[config.mk]
export PLATFORM = sky130hd
export DESIGN_NAME = mbe_r8_iter_ctrl
export DESIGN_NICKNAME = d
export VERILOG_FILES = /design/src/rtl/mbe_r8_iter_ctrl.sv
export SDC_FILE = /design/constraint.sdc
export NUM_CORES = 1
export LEC_CHECK = 0
export ABC_AREA = 1
export BUFFER_PORTS_ARGS = -buffer_cell sky130_fd_sc_hd__buf_2
export CAP_MARGIN = 20
export CORE_MARGIN = 5
export CORE_UTILIZATION = 55
export CTS_BUF_LIST = sky130_fd_sc_hd__clkbuf_8 sky130_fd_sc_hd__clkbuf_16
export CTS_CLUSTER_SIZE = 20
export DETAILED_ROUTE_END_ITERATION = 6
export PLACE_DENSITY = 0.74
export SLEW_MARGIN = 20
export SYNTH_ARGS = -nofsm -noshare
export SYNTH_HDL_FRONTEND = slang
export SYNTH_SLANG_ARGS = --single-unit
[constraint.sdc]
create_clock -name clk -period 14.1 [get_ports clk]
set_input_delay 2.82 -clock clk [delete_from_list [all_inputs] [get_ports clk]]
set_output_delay 2.82 -clock clk [all_outputs]
set_load 0.01 [all_outputs]
[src/rtl/mbe_r8_iter_ctrl.sv]
// mbe_r8_iter_ctrl
// Sequencer for a folded radix-8 Modified Booth mantissa multiplier. One Booth
// encode/select slice is reused for every multiplier group: after an operand
// pair is accepted, the hard multiple 3A is formed once, then one signed
// partial product d_i * A * 8^i is added per cycle for groups 0..NBLOCK_BE-1.
// The exact unsigned product is presented through a valid/ready handshake.
//
// Ports
//   clk, rst          rising-edge clock, asynchronous active-high reset
//   flush             synchronous abort back to IDLE (wins over an accept)
//   in_valid/in_ready operand handshake; op_a, op_b unsigned mantissas,
//                     sign_a, sign_b operand signs
//   out_valid/out_ready  result handshake; product = op_a*op_b,
//                     res_sign = sign_a ^ sign_b
//   busy              high whenever not IDLE
//   grp_idx           current Booth group (debug)
//   dbg_digit         signed Booth digit of current group, zero outside ACCUM
module mbe_r8_iter_ctrl #(
  parameter int NBIT_MANTISSA = 23,
  parameter int NBLOCK_BE     = 9
) (
  input  logic                       clk,
  input  logic                       rst,
  input  logic                       flush,
  input  logic                       in_valid,
  output logic                       in_ready,
  input  logic [NBIT_MANTISSA:0]     op_a,
  input  logic [NBIT_MANTISSA:0]     op_b,
  input  logic                       sign_a,
  input  logic                       sign_b,
  output logic                       out_valid,
  input  logic                       out_ready,
  output logic [2*NBIT_MANTISSA+1:0] product,
  output logic                       res_sign,
  output logic                       busy,
  output logic [3:0]                 grp_idx,
  output logic [3:0]                 dbg_digit
);

  localparam int NOP  = NBIT_MANTISSA + 1;
  // Partial sums reach magnitude A*2^(3i+3); 2*NOP+3 bits hold them signed.
  localparam int NACC = 2 * NOP + 3;
  localparam logic [3:0] LAST_GRP = 4'(NBLOCK_BE - 1);

  typedef enum logic [1:0] {
    IDLE  = 2'd0,
    PRE3X = 2'd1,
    ACCUM = 2'd2,
    DONE  = 2'd3
  } state_t;

  state_t            state_r;
  state_t            state_nxt_s;
  logic [NOP-1:0]    a_r;
  logic [NOP-1:0]    b_r;
  logic              sa_r;
  logic              sb_r;
  logic [NOP+1:0]    a3_r;
  logic [NACC-1:0]   acc_r;
  logic [3:0]        grp_r;
  logic [2*NOP-1:0]  product_r;
  logic              res_sign_r;

  logic              accept_s;
  logic [NOP+3:0]    bx_s;
  logic [5:0]        shamt_s;
  logic [3:0]        win_s;
  logic [3:0]        digit_s;
  logic [3:0]        mag_s;
  logic [NOP+1:0]    sel_s;
  logic [NACC-1:0]   ext_s;
  logic [NACC-1:0]   pp_s;
  logic [NACC-1:0]   acc_sum_s;

  // Radix-8 Booth recoding of {b[3i+2], b[3i+1], b[3i], b[3i-1]} into a
  // two's-complement digit in -4..+4.
  function automatic logic [3:0] booth_digit(input logic [3:0] bits);
    logic [3:0] d;
    case (bits)
      4'b0000: d = 4'h0;
      4'b0001: d = 4'h1;
      4'b0010: d = 4'h1;
      4'b0011: d = 4'h2;
      4'b0100: d = 4'h2;
      4'b0101: d = 4'h3;
      4'b0110: d = 4'h3;
      4'b0111: d = 4'h4;
      4'b1000: d = 4'hC;
      4'b1001: d = 4'hD;
      4'b1010: d = 4'hD;
      4'b1011: d = 4'hE;
      4'b1100: d = 4'hE;
      4'b1101: d = 4'hF;
      4'b1110: d = 4'hF;
      4'b1111: d = 4'h0;
      default: d = 4'h0;
    endcase
    return d;
  endfunction

  assign in_ready  = (state_r == IDLE) | ((state_r == DONE) & out_ready);
  assign accept_s  = in_valid & in_ready & ~flush;
  assign out_valid = (state_r == DONE);
  assign busy      = (state_r != IDLE);
  assign grp_idx   = grp_r;
  assign product   = product_r;
  assign res_sign  = res_sign_r;

  // b with the implicit b[-1]=0 below and zero padding above, so group 8
  // sees {0,0,0,b[23]} and is never negative.
  assign bx_s    = {3'b000, b_r, 1'b0};
  assign shamt_s = {1'b0, grp_r, 1'b0} + {2'b00, grp_r};
  assign win_s   = bx_s[shamt_s +: 4];
  assign digit_s = booth_digit(win_s);

  // Digit magnitude and partial-product selection (3A comes from a3_r).
  always_comb begin
    mag_s = digit_s[3] ? (4'd0 - digit_s) : digit_s;
    case (mag_s)
      4'd1:    sel_s = {2'b00, a_r};
      4'd2:    sel_s = {1'b0, a_r, 1'b0};
      4'd3:    sel_s = a3_r;
      4'd4:    sel_s = {a_r, 2'b00};
      default: sel_s = {(NOP+2){1'b0}};
    endcase
    ext_s = {{(NACC-NOP-2){1'b0}}, sel_s};
    // Negative digit: inverted partial product plus one.
    if (digit_s[3]) begin
      pp_s = ~ext_s + {{(NACC-1){1'b0}}, 1'b1};
    end else begin
      pp_s = ext_s;
    end
    acc_sum_s = acc_r + (pp_s << shamt_s);
  end

  // Debug digit is only meaningful while accumulating.
  always_comb begin
    if (state_r == ACCUM) begin
      dbg_digit = digit_s;
    end else begin
      dbg_digit = 4'h0;
    end
  end

  // Next-state logic; flush forces IDLE from any state.
  always_comb begin
    state_nxt_s = state_r;
    if (flush) begin
      state_nxt_s = IDLE;
    end else begin
      case (state_r)
        IDLE: begin
          if (in_valid) state_nxt_s = PRE3X;
          else          state_nxt_s = IDLE;
        end
        PRE3X: state_nxt_s = ACCUM;
        ACCUM: begin
          if (grp_r == LAST_GRP) state_nxt_s = DONE;
          else                   state_nxt_s = ACCUM;
        end
        DONE: begin
          if (out_ready && in_valid)  state_nxt_s = PRE3X;
          else if (out_ready)         state_nxt_s = IDLE;
          else                        state_nxt_s = DONE;
        end
        default: state_nxt_s = IDLE;
      endcase
    end
  end

  // State register.
  always_ff @(posedge clk or posedge rst) begin
    if (rst) state_r <= IDLE;
    else     state_r <= state_nxt_s;
  end

  // Operand capture, 3A precompute, accumulation and result registers.
  always_ff @(posedge clk or posedge rst) begin
    if (rst) begin
      a_r        <= {NOP{1'b0}};
      b_r        <= {NOP{1'b0}};
      sa_r       <= 1'b0;
      sb_r       <= 1'b0;
      a3_r       <= {(NOP+2){1'b0}};
      acc_r      <= {NACC{1'b0}};
      grp_r      <= 4'd0;
      product_r  <= {(2*NOP){1'b0}};
      res_sign_r <= 1'b0;
    end else if (flush) begin
      grp_r <= 4'd0;
    end else begin
      if (accept_s) begin
        a_r  <= op_a;
        b_r  <= op_b;
        sa_r <= sign_a;
        sb_r <= sign_b;
      end
      case (state_r)
        PRE3X: begin
          a3_r  <= {2'b00, a_r} + {1'b0, a_r, 1'b0};
          acc_r <= {NACC{1'b0}};
          grp_r <= 4'd0;
        end
        ACCUM: begin
          acc_r <= acc_sum_s;
          if (grp_r == LAST_GRP) begin
            product_r  <= acc_sum_s[2*NOP-1:0];
            res_sign_r <= sa_r ^ sb_r;
            grp_r      <= 4'd0;
          end else begin
            grp_r <= grp_r + 4'd1;
          end
        end
        default: begin
        end
      endcase
    end
  end

endmodule

# [Word level (Yosys, flattened, before mapping)]
# Memories as Yosys holds them, arrays and structs flattened.
# Cells that the tools add are included.
[totals] reg_bits=182 rom_bits=64 input_bits=55 out_inout_bits=60 elab_cells=57 n_memories=1
[op_classes] n_addsub=6 n_eq_ne=8 shifts=2 muxes=14 bitwise_logic=7 reduce_logical=9
[mem_list] memory="(name not given)" depth=16 width=4 rd=1 rd_ports_with_merged_regs=0 write_ports=0 line="79" source="case (bits)"
[ops] op="case mux 26 bit (4 select lines)" n=1
[ops] op="case mux 51 bit (2 select lines)" n=1
[ops] op="adder 51 x 1 -> 51 bit, second input constant" n=1
[ops] op="adder 51 bit" n=1
[ops] op="2-to-1 mux 51 bit" n=1
[ops] op="NOT 26 -> 51 bit" n=1
[ops] op="left shift 51 x 6 -> 51 bit" n=1
[ops] op="variable part select 28 x 7 -> 4 bit" n=1
[ops] op="adder 24 x 25 -> 26 bit" n=1
[ops] op="2-to-1 mux 4 bit" n=4
[ops] op="== test 4 x 2 -> 1 bit, second input constant" n=2
[ops] op="case mux 2 bit (4 select lines)" n=1
[ops] op="case mux 4 bit (2 select lines)" n=1
[ops] op="adder 5 x 4 -> 6 bit" n=1
[ops] op="2-to-1 mux 2 bit" n=3
[ops] op="AND reduction 2 bit" n=3
[ops] op="adder 4 x 1 -> 4 bit, second input constant" n=1
[ops] op="== test 2 bit, second input constant" n=2
[ops] op="== test 4 x 1 -> 1 bit, second input constant" n=1
[ops] op="== test 4 x 3 -> 1 bit, second input constant" n=1
[ops] op="== test 4 bit, second input constant" n=1
[ops] op="nonzero test 2 bit" n=2
[ops] op="subtractor 1 x 4 -> 4 bit, first input constant" n=1
[ops] op="AND 1 bit" n=3
[ops] op="9 further kinds" n=10

# [Depth between registers and ports, before layout]
# An unclocked memory read counts as a cell.
[depth] depth_word=13 depth_mapped=63 depth_no_buf=60

# [Least setup slack after synthesis]
# No wires, ideal clock.
[synth_path] path_type="register -> register" from="register grp_r[0], in the netlist grp_idx[0]" to="register acc_r[31]" setup_ns=0.122 t_arrival_ns=7.956 required_time_ns=13.978 slack_ns=6.022 path_stages_with_launch=56 path_buffers=7 synth_period_minus_slack_ns=8.078 path_cell_list="dfrtp_1 inv_2 buf_2 buf_1 ha_1 buf_6 inv_4 buf_2 buf_2 nand3_1 a21oi_1 o41ai_1 a31oi_1 nor3_1 ha_1 clkbuf_1 inv_1 clkbuf_1 (+20 left out) nor2_1 o21ai_0 nor2_1 ha_1 nand2_1 nor2_1 nand2_1 o211ai_1 nand3_1 o2111ai_1 a21oi_1 o21ai_0 a21oi_1 o21ai_0 a21oi_1 o21ai_0 or2_2 a32o_1"
[synth_via] elab_chain_cells=13 elab_cells_between_ends=16 classes_between="add/sub: 4; eq/ne: 4; shift: 2; mux: 4; bitwise: 1; memory: 1"
[synth_lines] element="from (decl)" line="60" source="logic [3:0] grp_r;"
[synth_lines] element="from (signal assigned)" line="211" source="grp_r <= grp_r + 4'd1;"
[synth_lines] element="adder 5 x 4 -> 6 bit (*)" line="112" source="assign shamt_s = {1'b0, grp_r, 1'b0} + {2'b00, grp_r};"
[synth_lines] element="variable part select 28 x 7 -> 4 bit" line="113" source="assign win_s = bx_s[shamt_s +: 4];"
[synth_lines] element="memory (16 x 4 bit)"
[synth_lines] element="subtractor 1 x 4 -> 4 bit" line="118" source="mag_s = digit_s[3] ? (4'd0 - digit_s) : digit_s;"
[synth_lines] element="2-to-1 mux 4 bit" line="118"
[synth_lines] element="== test 4 x 3 -> 1 bit (tied with other cells)" line="119" source="case (mag_s)"
[synth_lines] element="case mux 26 bit (4 select lines)" line="119"
[synth_lines] element="NOT 26 -> 51 bit" line="129" source="pp_s = ~ext_s + {{(NACC-1){1'b0}}, 1'b1};"
[synth_lines] element="adder 51 x 1 -> 51 bit" line="129"
[synth_lines] element="2-to-1 mux 51 bit" line="128" source="if (digit_s[3]) begin"
[synth_lines] element="left shift 51 x 6 -> 51 bit (*)" line="133" source="acc_sum_s = acc_r + (pp_s << shamt_s);"
[synth_lines] element="adder 51 bit (*)" line="133"
[synth_lines] element="case mux 51 bit (2 select lines) (*)" line="198" source="case (state_r)"
[synth_lines] element="to (signal assigned)" line="185" source="acc_r <= {NACC{1'b0}};"
[synth_lines] element="to (signal assigned)" line="201" source="acc_r <= {NACC{1'b0}};"
[synth_lines] element="to (signal assigned)" line="205" source="acc_r <= acc_sum_s;"
[synth_lines] element="to (decl)" line="59" source="logic [NACC-1:0] acc_r;"
# Mark *: on every way between the ends. The rest lies on a longest branch, timed or not.
# A chain may end at the register's enable or synchronous reset.

# [Final worst setup path]
# Ends and elaborated chain as after synthesis.

==> run metrics <==
outcome=finished with violations; violated checks=DRC; Critical Path Start Type=register; setup TNS=0 ns; CTS tree=yes; clk buf depth=2; Post-DP HPWL=33.13 mm; Synth Cell Area=0.01508 sq mm; cts repair resizes=0; Starting Density=55.94%; vias per cell=5.774; Req. time, crit path=14.43 ns; Die X=175.6 um; synthesis-to-finish area growth=8.490%; clock latency on the worst-skew pair=0.45 ns; Core Box Area=0.02695 sq mm; Post-CTS Setup Bufs=0; FFs w/ async S/R, synth=100.0%; Mean Syn Cell Area=6.831 sq um; GRT Total Usage=27.92%; slowest cell on the critical path=ha_1; # clock sinks=179; fin crit period=11.69 ns; final worst-path cycle share=82.90%; min-delay worst type=reg -> reg; worst setup margin=2.412 ns; highest-count cells in the layout ignoring fill and taps=nand2_1, nand3_1, dfrtp_1; r2r startpoint=grp_idx[0]; Yosys cell types=54; DR pass1 iterations=7; MaxCap Viol Count=0; pre-CTS setup slack=2.700 ns; most common cell after layout, fill and taps aside=nand2_1; Reg clk slew, reported paths=0.07 ns; Hold-fix buffers, CTS=0; vias in the first global route=14223; Critical Path End Type=register; Least-Margin Pin Slew=0.9681 ns; die area=0.03082 sq mm; Antenna Violating Nets Remaining=0; ranking of synthesized cells by area=dfrtp_1, nand2_1, nand3_1, ha_1, o21ai_0; boundary pin count=115; DR DRC count=1; fmax=0.08556 GHz; number of synthesized register bits=179; first-pass GRT wire length=71.36 mm; GPL Wtd Cong=1.070; Yosys Warn Count=0; final WL=43.13 mm; Worst Setup SP=grp_idx[0]; WP data arrival=12.02 ns; Synth top area share=29.71%; unrepaired setup endpoints after global routing=false; wire per inst=16.51 um; most frequent CP cell=o21ai_0; post-synth top area cell=dfrtp_1; syn_nets=2352; layout filler cell count=2577; H-tree Lvls=4; initial antenna violation count=0; Seq/Total Area, Yosys=29.71%; dominant synthesized flop cell=dfrtp_1; Vias=15081; GRT overflow=0; # rows=60; Pins Over Slew Limit=0; final hold vios=0; endpoints failing setup=0; Post-synth EDFFs=0; Max-slew headroom=35.46%; Fin Clk Skew=0.01290 ns; Worst Min Path Start=product[46]; I/O Buffers=114; Initial DRC Count=1472; share of post-route cells with drive strength above 1=13.12%; crit path kind=reg -> reg; critical path peak fanout=58; CP max stage delay=0.95 ns; Antenna Cells=0; Die Y-Extent=175.6 um; synthesized instance count=2207; largest net degree at the start of global routing=83; CTS buffer count=17; Root Buffer=clkbuf_16; # nets final=2403
## synth_stat cells, drive strengths merged (39+ instances only)
cell      n
nand2   623
nand3   222
o21ai   208
nor2    203
dfrtp   179
inv     174
a21oi   128
ha       87
buf      54
nand4    47
clkbuf   45
mux2     39
## sequential cells by signal, indices dropped and copies added (netlist names)
signal	cells
a_r	24
grp_idx	4
sa_r	1
res_sign	1
state_r	2
b_r	24
acc_r	48
product	48
sb_r	1
a3_r	26
## metal layers
metal,up-vias,global-route usage [%],part of all wire (%)
li1,7542,-,-
met1,6973,37.48,45
met2,483,46.55,47
met3,83,3.099,4.9
met4,0,10.72,3.8
met5,-,0,0
## through the flow
stage                     hold WS [ns]  cells  util (%)  instance area (sq um)
after CTS                       0.4804   2612     60.68                  16350
after detailed placement        0.4606   2580     58.31                  15720
after floorplan                 0.4489   2207         -                  15080
after global routing            0.4891   2612     60.69                  16360
after global placement          0.4596   2580     58.31                  15720
final                           0.4755   2612     60.69                  16360
## kinds of logic after synthesis
| group | after synthesis | share of synthesized area (%) |
|---|---|---|
| flip-flops | 179 | 29.71 |
| adder cells (fa/ha/maj) | 90 | 7.619 |
| buffers and inverters | 274 | 7.660 |
| AO/OA/AOI/OAI | 428 | 16.02 |
| AND/OR/NAND/NOR | 1149 | 33.28 |
| multiplexers | 40 | 2.979 |
| XOR/XNOR | 47 | 2.730 |
## worst paths after layout
| path | endpoint | slack [ns] | cells after the start |
|---|---|---|---|
| worst max-delay path | acc_r[31] | 2.41 | 44 |
| worst min-delay path | product[46] | 0.48 | 2 |
| worst max register to register | acc_r[31] | 2.41 | 44 |
| worst min register to register | product[46] | 0.48 | 2 |
| max in group asynchronous | grp_idx[0] | 10.44 | 3 |
| min in group asynchronous | product[9] | 2.39 | 2 |
## layout make-up
type / count / area (sq um) / area share (%)
Clock buffer: 18 / 439.2 / 2.685
Inverter: 175 / 665.6 / 4.070
Tap cell: 341 / 426.7 / 2.609
Sequential cell: 179 / 4481 / 27.39
Clock inverter: 14 / 198.9 / 1.216
Multi-Input combinational cell: 1754 / 9447 / 57.76
Timing Repair Buffer: 131 / 698.2 / 4.269
## critical path, delay by kind of cell, from the launching register on
| kind | cells | cell delay [ns] |
|---|---|---|
| AO/OA/AOI/OAI | 19 | 4.25 |
| XOR/XNOR | 1 | 0.17 |
| flip-flops | 1 | 0.36 |
| AND/OR/NAND/NOR | 12 | 2.72 |
| adder cells (fa/ha/maj) | 5 | 2.20 |
| buffers and inverters | 7 | 1.84 |
Power is left out: the tool's default activity adds up to more than one toggle a clock period on the data nets, which glitch-free logic cannot reach.
